[config.mk]
export PLATFORM = sky130hd
export DESIGN_NAME = ddr_cmd_decoder
export DESIGN_NICKNAME = d
export VERILOG_FILES = /design/src/rtl/ddr_cmd_decoder.sv
export SDC_FILE = /design/constraint.sdc
export NUM_CORES = 1
export LEC_CHECK = 0
export ABC_AREA = 1
export CAP_MARGIN = 20
export CORE_MARGIN = 4
export CORE_UTILIZATION = 48
export CTS_CLUSTER_SIZE = 12
export DETAILED_ROUTE_END_ITERATION = 16
export PLACE_DENSITY = 0.79
export SLEW_MARGIN = 5
export SYNTH_ARGS = -nofsm -noshare
export SYNTH_HDL_FRONTEND = slang
export SYNTH_SLANG_ARGS = --single-unit
[constraint.sdc]
create_clock -name CLK -period 1.9 [get_ports CLK]
set_input_delay 0.38 -clock CLK [delete_from_list [all_inputs] [get_ports CLK]]
set_output_delay 0.38 -clock CLK [all_outputs]
set_load 0.02 [all_outputs]
[src/rtl/ddr_cmd_decoder.sv]
// ddr_cmd_decoder: device-side DDR command bus responder with timing tracking.
// Optional DDR_DEC_ERR_COUNT_EN adds a saturating illegal-event counter on err_count.
module ddr_cmd_decoder #(
    parameter int T_MRD   = 4,
    parameter int T_ZQ    = 6,
    parameter int T_RFC   = 8,
    parameter int T_RCD   = 3,
    parameter int T_RP    = 3,
    parameter int T_BURST = 4
) (
    input  logic       CLK,
    input  logic       RESET,
    input  logic       CS,
    input  logic       RAS,
    input  logic       CAS,
    input  logic       WE,
    input  logic       CKE,
    input  logic       AP,
    output logic [3:0] cmd_code,
    output logic       cmd_valid,
    output logic [3:0] state,
    output logic       illegal,
    output logic       rd_strobe,
    output logic       wr_strobe,
    output logic       busy,
    output logic [7:0] err_count
);
    typedef enum logic [3:0] {
        INIT, ZQCAL, IDLE, MRS_WAIT, REFRESH, ACTIVATING,
        BANK_ACTIVE, READING, WRITING, PRECHARGING, PWR_DOWN, SELF_REF
    } state_t;

    localparam logic [3:0] C_NOP = 4'd0, C_DESEL = 4'd1, C_ACT = 4'd2, C_READ = 4'd3,
        C_READ_AP = 4'd4, C_WRITE = 4'd5, C_WRITE_AP = 4'd6, C_PRE = 4'd7, C_REF = 4'd8,
        C_SRE = 4'd9, C_MRS = 4'd10, C_ZQCL = 4'd11, C_PDE = 4'd12, C_PDX = 4'd13;

    state_t     cur, nxt;
    logic [7:0] cnt, n_cnt;
    logic [3:0] dec, n_code;
    logic       ap_q, n_ap, n_valid, n_ill, ok, rw, is_cmd, enter;

    function automatic state_t target(input logic [3:0] c);
        state_t t;
        case (c)
            C_ACT:                t = ACTIVATING;
            C_READ, C_READ_AP:    t = READING;
            C_WRITE, C_WRITE_AP:  t = WRITING;
            C_PRE:                t = PRECHARGING;
            C_REF:                t = REFRESH;
            C_SRE:                t = SELF_REF;
            C_MRS:                t = MRS_WAIT;
            C_ZQCL:               t = ZQCAL;
            default:              t = IDLE;
        endcase
        return t;
    endfunction

    function automatic logic [7:0] load(input state_t s);
        logic [7:0] v;
        case (s)
            MRS_WAIT:          v = 8'(T_MRD - 1);
            ZQCAL:             v = 8'(T_ZQ - 1);
            REFRESH:           v = 8'(T_RFC - 1);
            ACTIVATING:        v = 8'(T_RCD - 1);
            PRECHARGING:       v = 8'(T_RP - 1);
            READING, WRITING:  v = 8'(T_BURST - 1);
            default:           v = 8'd0;
        endcase
        return v;
    endfunction

    always_comb begin
        dec = C_NOP;
        if (CS) dec = C_DESEL;
        else case ({RAS, CAS, WE})
            3'b111:  dec = C_NOP;
            3'b011:  dec = C_ACT;
            3'b101:  dec = AP ? C_READ_AP : C_READ;
            3'b100:  dec = AP ? C_WRITE_AP : C_WRITE;
            3'b010:  dec = C_PRE;
            3'b001:  dec = CKE ? C_REF : C_SRE;
            3'b000:  dec = C_MRS;
            default: dec = C_ZQCL;
        endcase
    end

    always_comb begin
        rw      = dec inside {C_READ, C_READ_AP, C_WRITE, C_WRITE_AP};
        is_cmd  = dec > C_DESEL;
        ok      = cur == INIT ? dec inside {C_MRS, C_ZQCL} :
                  cur == IDLE ? (CKE ? dec inside {C_ACT, C_PRE, C_REF, C_MRS, C_ZQCL} : dec == C_SRE) :
                  cur == BANK_ACTIVE ? (rw || dec == C_PRE) :
                  (cur == READING || cur == WRITING) ? (rw && cnt == 8'd0) : 1'b0;
        nxt     = cur;
        n_cnt   = cnt == 8'd0 ? 8'd0 : cnt - 8'd1;
        n_ap    = ap_q;
        n_code  = dec;
        n_valid = 1'b0;
        n_ill   = 1'b0;
        enter   = 1'b0;
        // Expiry is evaluated first so a legal command in the same cycle can override it.
        if (cnt == 8'd0) begin
            if (cur inside {ZQCAL, MRS_WAIT, REFRESH, PRECHARGING}) nxt = IDLE;
            else if (cur == ACTIVATING) nxt = BANK_ACTIVE;
            else if (cur inside {READING, WRITING}) begin
                nxt   = ap_q ? PRECHARGING : BANK_ACTIVE;
                enter = 1'b1;
            end
        end
        if (cur == PWR_DOWN || cur == SELF_REF) begin
            n_code  = CKE ? C_PDX : cmd_code;
            n_valid = CKE;
            if (CKE) nxt = IDLE;
        end else if (cur == IDLE && !CKE && !is_cmd) begin
            nxt     = PWR_DOWN;
            n_code  = C_PDE;
            n_valid = 1'b1;
        end else if ((!CKE && cur != IDLE) || (is_cmd && !ok)) begin
            n_ill = 1'b1;
        end else if (ok) begin
            nxt     = (dec == C_PRE && cur == IDLE) ? IDLE : target(dec);
            n_ap    = dec == C_READ_AP || dec == C_WRITE_AP;
            n_valid = 1'b1;
            enter   = 1'b1;
        end
        if (enter) n_cnt = load(nxt);
    end

    always_ff @(posedge CLK or posedge RESET) begin
        if (RESET) begin
            cur       <= INIT;
            cnt       <= 8'd0;
            ap_q      <= 1'b0;
            cmd_code  <= C_NOP;
            cmd_valid <= 1'b0;
            illegal   <= 1'b0;
        end else begin
            cur       <= nxt;
            cnt       <= n_cnt;
            ap_q      <= n_ap;
            cmd_code  <= n_code;
            cmd_valid <= n_valid;
            illegal   <= n_ill;
        end
    end

`ifdef DDR_DEC_ERR_COUNT_EN
    always_ff @(posedge CLK or posedge RESET) begin
        if (RESET) err_count <= 8'd0;
        else if (n_ill && err_count != 8'hff) err_count <= err_count + 8'd1;
    end
`else
    assign err_count = 8'd0;
`endif

    assign state     = cur;
    assign rd_strobe = cur == READING;
    assign wr_strobe = cur == WRITING;
    assign busy      = cnt != 8'd0;
endmodule

# Yosys cells after proc, flatten, opt, wreduce, memory -nomap -nowiden
# Memory sizes are Yosys's and may differ from the RTL's.
# Cells that the tools add are included.
[word_totals]
register_bits = 19
romBits = 64
out_inout_bits = 21
wordCells = 116
n_memories = 1
[classes]
n_addsub = 1
order_cmp = 1
n_eq_ne = 36
muxes = 42
bitwise = 3
reduce_logical = 26
[mem_list]
columns = ["memory", "depth", "width", "read_ports", "rd_clocked_by_memory_dff", "write_ports", "line", "rtl"]
rows = [
  ["(name not given)", 16, 4, 1, 0, 0, "44", "case (c)"],
]
[op_table]
columns = ["cell", "n"]
rows = [
  ["4-bit 2-to-1 mux", 15],
  ["4-bit by 3-bit == test with 1-bit output (second input constant)", 11],
  ["4-bit == test (second input constant)", 10],
  ["4-bit one-hot mux with 7 select lines", 1],
  ["1-bit 2-to-1 mux", 21],
  ["4-bit by 2-bit == test with 1-bit output (second input constant)", 5],
  ["8-bit 2-to-1 mux", 2],
  ["3-bit one-hot mux with 4 select lines", 1],
  ["3-bit == test (second input constant)", 3],
  ["4-bit by 1-bit == test with 1-bit output (second input constant)", 2],
  ["8-bit logical NOT", 1],
  ["4-bit nonzero test", 2],
  ["8-bit nonzero test", 1],
  ["8-bit by 1-bit subtractor with 8-bit output (second input constant)", 1],
  ["3-bit by 2-bit == test with 1-bit output (second input constant)", 2],
  ["1-bit logical AND", 6],
  ["1-bit logical OR", 5],
  ["5-bit nonzero test", 1],
  ["4-bit by 1-bit greater-than comparator with 1-bit output (second input constant)", 1],
  ["4-bit logical NOT", 1],
  ["4-bit by 2-bit inequality test with 1-bit output (second input constant)", 1],
  ["4-bit AND reduction", 1],
  ["2-bit nonzero test", 2],
  ["3-bit by 1-bit == test with 1-bit output (second input constant)", 1],
  ["8 further kinds", 12],
]

# Longest topological paths before layout
# Gate-level depths: netlist (run 1).
[depth]
word_depth = 20
mapped_depth = 23

# Worst setup path before layout (run 1)
# No wires, ideal clock.
[synth_path]
path_kind = "input port to flip-flop"
startpoint = "input port CS"
endpoint = "register cnt[0]"
setup_time_ns = 0.116
arrival_ns = 2.346
required_time_ns = 1.784
path_slack_ns = -0.562
stages = 22
path_cell_list = "inv_1 -> nand2_1 -> nor3_2 -> inv_1 -> ha_1 -> nand3_1 -> nand2_1 -> inv_1 -> nand3_2 -> nand2_1 -> nand3_2 -> nand2_2 -> buf_12 -> nand3_4 -> nand2_4 -> inv_2 -> nand2_1 -> nand2_1 -> nand2_1 -> nand3_1 -> nand2_1 -> nand2_1"
[synth_via]
elab_chain_len = 18
[synth_rtl]
columns = ["element", "line", "rtl"]
rows = [
  ["start, declared", "13", "input logic CS,"],
  ["4-bit 2-to-1 mux (*)", "74", "if (CS) dec = C_DESEL;"],
  ["4-bit by 2-bit == test with 1-bit output / 4-bit by 3-bit == test with 1-bit output (equally long branches)", "88", "rw = dec inside {C_READ, C_READ_AP, C_WRITE, C_WRITE_AP};"],
  ["4-bit nonzero test", "88", ""],
  ["1-bit logical AND", "93", "(cur == READING || cur == WRITING) ? (rw && cnt == 8'd0) : 1'b0;"],
  ["1-bit 2-to-1 mux", "93", ""],
  ["1-bit 2-to-1 mux", "92", "cur == BANK_ACTIVE ? (rw || dec == C_PRE) :"],
  ["1-bit 2-to-1 mux", "91", "cur == IDLE ? (CKE ? dec inside {C_ACT, C_PRE, C_REF, C_MRS, C_ZQCL} : dec == C_SRE) :"],
  ["1-bit 2-to-1 mux", "90", "ok = cur == INIT ? dec inside {C_MRS, C_ZQCL} :"],
  ["[4 not listed]", "--", ""],
  ["4-bit 2-to-1 mux (*)", "114", "end else if (cur == IDLE && !CKE && !is_cmd) begin"],
  ["4-bit 2-to-1 mux (*)", "110", "if (cur == PWR_DOWN || cur == SELF_REF) begin"],
  ["via nxt[2]", "37", "state_t cur, nxt;"],
  ["4-bit by 3-bit == test with 1-bit output, or another cell as far along", "60", "case (s)"],
  ["3-bit OR reduction (no source line) / 2-bit OR reduction (equally long branches)", "--", ""],
  ["3-bit one-hot mux with 4 select lines (*)", "60", ""],
  ["8-bit 2-to-1 mux (*)", "126", "if (enter) n_cnt = load(nxt);"],
  ["via n_cnt[0]", "38", "logic [7:0] cnt, n_cnt;"],
  ["end signal, assigned", "139", "cnt <= n_cnt;"],
  ["end, declared", "38", ""],
]
# Mark *: on every way through the listed nets, which the timed path passes. The rest lies on a longest branch.
# A chain may end at the register's enable or synchronous reset.

# Final worst setup path (run 1)
[layout_path]
startpoint = "input port AP"
endpoint = "register cnt[1]"
[layout_via]
elab_chain_len = 20
[layout_rtl]
columns = ["element", "line", "rtl"]
rows = [
  ["start, declared", "18", "input logic AP,"],
  ["2-bit 2-to-1 mux / 3-bit 2-to-1 mux (equally long branches)", "79, 78", ""],
  ["4-bit one-hot mux with 7 select lines (*)", "75", "else case ({RAS, CAS, WE})"],
  ["4-bit 2-to-1 mux (*)", "74", ""],
  ["4-bit by 2-bit == test with 1-bit output / 4-bit by 3-bit == test with 1-bit output (equally long branches)", "88", ""],
  ["4-bit nonzero test", "88", ""],
  ["1-bit logical AND", "93", ""],
  ["1-bit 2-to-1 mux", "93", ""],
  ["1-bit 2-to-1 mux", "92", ""],
  ["[6 not listed]", "--", ""],
  ["4-bit 2-to-1 mux (*)", "114", ""],
  ["4-bit 2-to-1 mux (*)", "110", ""],
  ["via nxt[2]", "37", ""],
  ["4-bit by 3-bit == test with 1-bit output, or another cell as far along", "60", ""],
  ["3-bit OR reduction (no source line) / 2-bit OR reduction (equally long branches)", "--", ""],
  ["3-bit one-hot mux with 4 select lines (*)", "60", ""],
  ["8-bit 2-to-1 mux (*)", "126", ""],
  ["via n_cnt[1]", "38", ""],
]
# Marks and branches as above.

==> results of run 1 <==
layout by cell type (no fill, tap or decap), drive strengths merged, types with 3 or more instances in the layout:
| master | instances |
|---|---|
| buf | 90 |
| nand2 | 62 |
| inv | 42 |
| nor2 | 32 |
| nand3 | 26 |
| dfrtp | 19 |
| o21ai | 12 |
| clkdlybuf4s50 | 11 |
| conb | 8 |
| a21oi | 8 |
| ha | 7 |
| nand4 | 5 |
| xor2 | 5 |
| nor3 | 5 |
| clkbuf | 5 |
| o211ai | 3 |
| o22ai | 3 |
registers in the layout, indices dropped and copies added (netlist names):
register,cells
ap_q,1
cmd_code,4
cmd_valid,1
cnt,8
illegal,1
state,4
stage by stage:
step,hold WS (ns),utilization [%]
final,0.463,87.9
after global routing,0.484,87.9
after detailed placement,0.483,74.0
after CTS,0.471,81.1
after floorplan,0.331,-
after global placement,0.484,74.0
final timing paths:
check                           cells past startpoint              from            endpoint
worst max register to register                     19  cnt[1]$_DFF_PP0_    cnt[1]$_DFF_PP0_
worst min register to register                      2  ap_q$_DFFE_PP0P_    ap_q$_DFFE_PP0P_
min in group CLK                                    2  ap_q$_DFFE_PP0P_    ap_q$_DFFE_PP0P_
max in group asynchronous                           3             RESET  state[2]$_DFF_PP0_
worst min-delay path                                3             RESET    cnt[4]$_DFF_PP0_
worst max-delay path                               18                AP    cnt[1]$_DFF_PP0_
report_power, final:
part           internal [mW]  switching, mW
Sequential             0.585          0.139
Clock                  0.147          0.162
Combinational           1.50           1.76
repair_timing:
item | CTS | global route
endpoints found under the setup margin | 22 | 22
pin swaps | 29 | 29
hold buffers | 0 | 0
resized for setup | 64 | 53
buffers inserted | 13 | 12
metal layers:
metal / GRT usage (%) / routed length, µm
met4: 9.68 / 381
met2: 50.3 / 3790
met3: 4.70 / 424
met5: 0 / 0
met1: 30.3 / 2620
area by class of cell:
| type | count | area, µm² |
|---|---|---|
| sequential | 19 | 475 |
| multi-input combinational | 181 | 1360 |
| fill | 158 | 415 |
| timing repair buffer | 104 | 885 |
| tap | 46 | 57.6 |
| inverter | 44 | 206 |
| clock buffer | 3 | 41.3 |
| clock inverter | 1 | 5.00 |
worst register-to-register path, stage by stage (launching register included):
cell and delay (ns):
dfrtp_1 0.40, inv_2 0.10, ha_4 0.15, nand2_4 0.05, nor3_4 0.27, nand2_2 0.09
o21ai_0 0.14, nand2_2 0.12, nand3_4 0.09, nand2_4 0.09, buf_12 0.16, o21ai_4 0.14
inv_2 0.07, nand2_4 0.09, nand2_2 0.07, nand2_2 0.06, nand2_1 0.05, nand2_1 0.09
nand2_1 0.07, nand2_1 0.09
cells by family after synthesis:
| family | Yosys count | share of synthesized area [%] |
|---|---|---|
| AOI/OAI and AO/OA | 28 | 11.2 |
| xor gates and xnor gates | 6 | 2.99 |
| adders and majority gates | 7 | 4.98 |
| buffers and inverters | 53 | 14.4 |
| DFF | 19 | 27.0 |
| other | 1 | 0.213 |
| and+or+nand+nor | 132 | 39.1 |
==> run_results.csv, run 1 <==
group,metric,value,unit
floorplan,die_x,68.5,µm
worst_setup_path,end_kind,"flop",
placed_design,port_buffers,20,
worst_setup_path,cp_max_fo,5,
final_layout,fin_nets,368,
clock_tree,root_buffer,"clkbuf_8",
timing,max_freq,390,MHz
clock_tree,clk_path_buf_depth,2,
floorplan,row_count,21,
worst_setup_path,crit_slowest_cell,"o211ai_1",
clock_tree,clk_latency,0.27,ns
placed_design,dpl_cell_area,0.00255,mm²
synth,synth_top_area_share,27.0,%
final_layout,fin_area,0.00303,mm²
worst_setup_path,critPathTopFamily,"simple AND/OR/NAND/NOR gates",
final_layout,diodes,0,
synth,yosysWarnings,0,
floorplan,start_util,51.1,%
power,power_density,1420,mW/mm²
worst_setup_path,worstPathRequired,2.06,ns
clock_tree,cts_buffers,3,
synth,synth.most_common_cell,"nand2_1",
routing,post_drt_wl_per_cell,18.2,µm
run_status,violations,"negative setup slack",
synth,postSynthRegisterBits,19,
timing,final_hold_viol_count,0,
synth,syn_area_per_cell,7.15,µm²
placed_design,dp.cells,372,
timing,finClkSkew,0.00539,ns
routing,first_iter_violations,307,
clock_tree,cts_sinks,19,
global_route,grt_first_pass_wirelength,9480,µm
routing,routed_wl,7230,µm
synth,netlist_top_cells_area,"dfrtp_1, nand2_1, inv_1",
synth,synth_cells,246,
routing,antenna_left,0,
timing,fin_ws,-0.665,ns
clock_tree,clk_pin_slew,0.08,ns
synth,synth-edff-count,0,
synth,synth_top_flop_cell,"dfrtp_1",
power,leakagePower,1.51,nW
clock_tree,cts_max_level,1,
global_route,grt_max_degree,20,
synth,ys_seq_area_share,27.0,%
routing,vias,2189,
final_layout,finalNonFillerCells,398,
worst_setup_path,r2r_setup_slack,-0.52,ns
routing,drc_errors,0,
power,vdd_drop_max,0.902,mV
routing,viasPerCell,5.50,
synth,synth_common_cells,"nand2_1, inv_1, nor2_1",
placed_design,pre_cts_ws,-1.24,ns
global_route,grt_pass1_vias,2044,
worst_setup_path,crit_path_frequent_cell,"nand2_1",
synth,yosys.area.top_type,"dfrtp_1",
placed_design,hpwlAfterDp,3690,µm
timing,fin_tns_setup,-6.72,ns
global_route,grt_overflow,0,
synth,async_reset_ff_share,100,%
floorplan,dieArea,0.00469,mm²
power,p_total,4.29,mW
timing,final.period_utilization,135,%
global_route,antenna_found_initial,0,
hold_path,hold_path_class,"input port to asynchronous set/reset pin",
worst_setup_path,crit_arrival,2.72,ns
clock_tree,cts_tree,"yes",
synth,post_synth_num_cell_types,35,
timing,slew_viol_final,0,
worst_setup_path,startpoint_type,"input port",
final_layout,drive_gt1_share,54.3,%
synth,synth_area,0.00176,mm²
global_route,grt_util_all_layers,27.0,%
run_status,outcome,"finished with violations",
worst_setup_path,path_class,"input port to flop",
routing,first_pass_iters,5,
floorplan,io_pins,29,
final_layout,syn_to_final_growth,72.2,%
timing,setup_viol,19,
worst_setup_path,worstPathCellList,"buf_6 -> o211ai_1 -> nand3_4 -> buf_6 -> buf_6 -> ha_4 -> o211ai_1 -> nor3_2 -> nor2_4 -> nand3_4 -> nand2_4 -> inv_4 -> nand2_2 -> nand2_2 -> nand2_1 -> nand2_1 -> nand2_1 -> nand2_1",
worst_setup_path,crit_buf_inv,4,
worst_setup_path,slowest_delay,0.34,ns
floorplan,core_area,0.00344,mm²
job,drv_cap,0,
placed_design,place_congestion,0.960,
floorplan,die_h,68.5,µm
timing,rsz0062_at_grt,"yes",
timing,period_needed,2.56,ns
Note: power is estimated with default switching activity, not from simulation.
==> run 2: changes to the inputs <==
--- a/config.mk
+++ b/config.mk
@@ -8,10 +8,10 @@
 export ABC_AREA = 1
 export CAP_MARGIN = 20
 export CORE_MARGIN = 4
-export CORE_UTILIZATION = 48
+export CORE_UTILIZATION = 54
 export CTS_CLUSTER_SIZE = 12
 export DETAILED_ROUTE_END_ITERATION = 16
-export PLACE_DENSITY = 0.79
+export PLACE_DENSITY = 0.84
 export SLEW_MARGIN = 5
 export SYNTH_ARGS = -nofsm -noshare
 export SYNTH_HDL_FRONTEND = slang
==> constraint.sdc (replaced) <==
create_clock -name CLK -period 2.6 [get_ports CLK]
set_input_delay 0.52 -clock CLK [delete_from_list [all_inputs] [get_ports CLK]]
set_output_delay 0.52 -clock CLK [all_outputs]
set_load 0.02 [all_outputs]
==> run 2 against run 1 <==
  * The run still ends with negative setup slack left
  * Combinational power fell by 44%
  * Clock skew up 0.0017 ns
  * Worst setup slack gained 0.65 ns
  * First-iteration DRC count shrank 42%
  * Critical path depth increased by 2
  * Core utilization fell by 4.6 points
  * Wire length decreased by 20%
==> run_results.csv, run 2 (synthesized netlist as in run 1, its figures left out) <==
group,metric,value,unit
run_status,outcome,"finished with violations",
run_status,violations,"negative setup slack",
timing,fin_ws,-0.0163,ns
global_route,grt_util_all_layers,24.0,%
timing,relSlewSlack,52.4,%
worst_setup_path,crit_slowest_cell,"o211ai_1",
final_layout,final_cell_mix,"buf_4, nand2_1, inv_1",
routing,drc_errors,0,
final_layout,fillCellCount,176,
placed_design,place_congestion,0.855,
timing,finClkSkew,0.00708,ns
routing,routed_wl,5790,µm
floorplan,start_util,57.1,%
power,leakagePower,1.31,nW
routing,post_drt_wl_per_cell,15.7,µm
routing,viasPerCell,5.27,
clock_tree,cts_buffers,3,
placed_design,port_buffers,20,
worst_setup_path,worstPathRequired,2.80,ns
clock_tree,clk_path_buf_depth,2,
timing,final.period_utilization,101,%
floorplan,dieArea,0.00423,mm²
timing,final_hold_viol_count,0,
final_layout,finalNonFillerCells,368,
final_layout,diodes,0,
worst_setup_path,crit_arrival,2.82,ns
floorplan,die_x,65.1,µm
power,power_density,974,mW/mm²
worst_setup_path,worstPathCellList,"buf_4 -> inv_4 -> buf_4 -> o211ai_1 -> nand3_2 -> buf_4 -> ha_4 -> o211ai_1 -> nor3_2 -> nor2_2 -> buf_6 -> nand3_4 -> nand2_4 -> inv_2 -> nand2_1 -> nand2_2 -> nand2_2 -> nand2_2 -> nand2_1 -> nand2_1",
hold_path,hold_end,"cmd_code[3]$_DFFE_PP0P_",
worst_setup_path,crit_buf_inv,6,
floorplan,row_count,20,
final_layout,drive_gt1_share,41.0,%
hold_path,hold_depth,2,
worst_setup_path,reg2reg_from,"cnt[0]$_DFF_PP0_",
worst_setup_path,r2r-end,"cnt[0]$_DFF_PP0_",
worst_setup_path,slowest_delay,0.31,ns
routing,first_pass_iters,4,
global_route,grt_max_degree,20,
floorplan,io_pins,29,
routing,first_iter_violations,179,
timing,setup_viol,1,
routing,antenna_left,0,
global_route,grt_overflow,0,
final_layout,regMostFlops,"cnt",
global_route,grt_pass1_vias,1746,
worst_setup_path,end_kind,"flop",
final_layout,largest_register_ffs,8,
hold_path,min_from,"cmd_code[3]$_DFFE_PP0P_",
clock_tree,cts_max_level,1,
timing,max_freq,382,MHz
power,vdd_drop_max,0.658,mV
worst_setup_path,critPathTopFamily,"simple AND/OR/NAND/NOR gates",
clock_tree,root_buffer,"clkbuf_4",
job,drv_cap,0,
final_layout,syn_to_final_growth,45.9,%
clock_tree,clk_latency,0.31,ns
worst_setup_path,startpoint_type,"input port",
worst_setup_path,cp_max_fo,5,
clock_tree,clk_pin_slew,0.11,ns
placed_design,dp.cells,347,
clock_tree,cts_sinks,19,
timing,slew_viol_final,0,
worst_setup_path,r2r_cells,17,
hold_path,hold_path_class,"flop to flop",
clock_tree,postCtsHoldBufs,0,
floorplan,die_h,65.1,µm
timing,whs,0.536,ns
worst_setup_path,r2r_setup_slack,0.21,ns
clock_tree,cts_tree,"yes",
worst_setup_path,path_class,"input port to flop",
floorplan,core_area,0.00308,mm²
timing,tightestPinTransition,0.713,ns
global_route,grt_first_pass_wirelength,7920,µm
placed_design,hpwlAfterDp,3520,µm
global_route,antenna_found_initial,0,
final_layout,fin_nets,340,
routing,vias,1939,
worst_setup_path,startpoint,"CAS",
timing,period_needed,2.62,ns
final_layout,final_common_cell,"buf_4",
## run 2: cell count changes in the layout (fill, tap and decap cells not counted), sizes merged
cell | before | now
buf | 90 | 58
clkbuf | 5 | 7
clkdlybuf4s50 | 11 | 13
dlygate4sd2 | 0 | 2
clkdlybuf4s15 | 1 | 0
clkinv | 2 | 1
clkinvlp | 1 | 0
inv | 42 | 43
## run 2: worst max path at each step
stage | endpoint | slack (ns) | depth (start not counted)
5_1_grt | cnt[0]$_DFF_PP0_ | -0.17 | 18
3_3_place_gp | cnt[0]$_DFF_PP0_ | -0.63 | 24
4_1_cts | cnt[1]$_DFF_PP0_ | 0.002 | 19
3_5_place_dp | cnt[0]$_DFF_PP0_ | -0.73 | 24
2_1_floorplan | cnt[0]$_DFF_PP0_ | 0.04 | 22
6_report | cnt[1]$_DFF_PP0_ | -0.02 | 20
## run 2: cell type report
type / instances / area, µm² / area share [%]
Multi-Input combinational cell: 181 / 1200 / 46.9
Sequential cell: 19 / 475 / 18.5
Timing Repair Buffer: 76 / 629 / 24.5
Clock buffer: 4 / 26.3 / 1.02
Tap cell: 44 / 55.1 / 2.15
Inverter: 44 / 175 / 6.83
## run 2: stage by stage
step | total power [mW] | instance area [µm²] | util (%) | TNS [ns] | setup WS (ns)
final | 2.50 | 2560 | 83.3 | -0.0163 | -0.0163
after global routing | 2.67 | 2560 | 83.3 | -0.416 | -0.166
after CTS | 2.29 | 2410 | 78.3 | 0 | 0.00224
after detailed placement | 2.04 | 2260 | 73.4 | -7.83 | -0.733
after global placement | 1.99 | 2260 | 73.4 | -6.27 | -0.629
after floorplan | 1.52 | 1790 | - | 0 | 0.0389
## run 2: power by group
group          leakage (nW)  total, mW  internal, mW  switching (mW)
sequential            0.236      0.527         0.427          0.0998
clock                0.0150      0.157        0.0599          0.0971
combinational          1.06       1.81         0.770            1.04
total                  1.31       2.50          1.26            1.24
## run 2: worst min-delay path, cell delays in order (launching register included)
cell and delay, ns:
dfrtp_1 0.37, o22ai_1 0.09, inv_1 0.06
## run 2: layer usage
metal | GRT usage, % | wire length (µm) | share of wire [%] | vias to the layer above
met2 | 43.3 | 3090 | 53 | 87
met4 | 6.48 | 127 | 2.2 | 0
met3 | 4.51 | 227 | 3.9 | 12
met5 | 0 | 0 | 0 | -
li1 | - | - | - | 919
met1 | 29.1 | 2350 | 41 | 921
## run 2: repair_timing
item	in CTS	in global routing
setup buffers	8	9
endpoints found under the setup margin	14	8
pin swaps	8	21
resized for setup	27	40
==> run 3: changes to the inputs <==
--- a/config.mk
+++ b/config.mk
@@ -6,6 +6,7 @@
 export NUM_CORES = 1
 export LEC_CHECK = 0
 export ABC_AREA = 1
+export ABC_CLOCK_PERIOD_IN_PS = 2600
 export CAP_MARGIN = 20
 export CORE_MARGIN = 4
 export CORE_UTILIZATION = 54
==> results of run 3 <==
The final DEF is identical to that of run 2; final timing and power are the same.
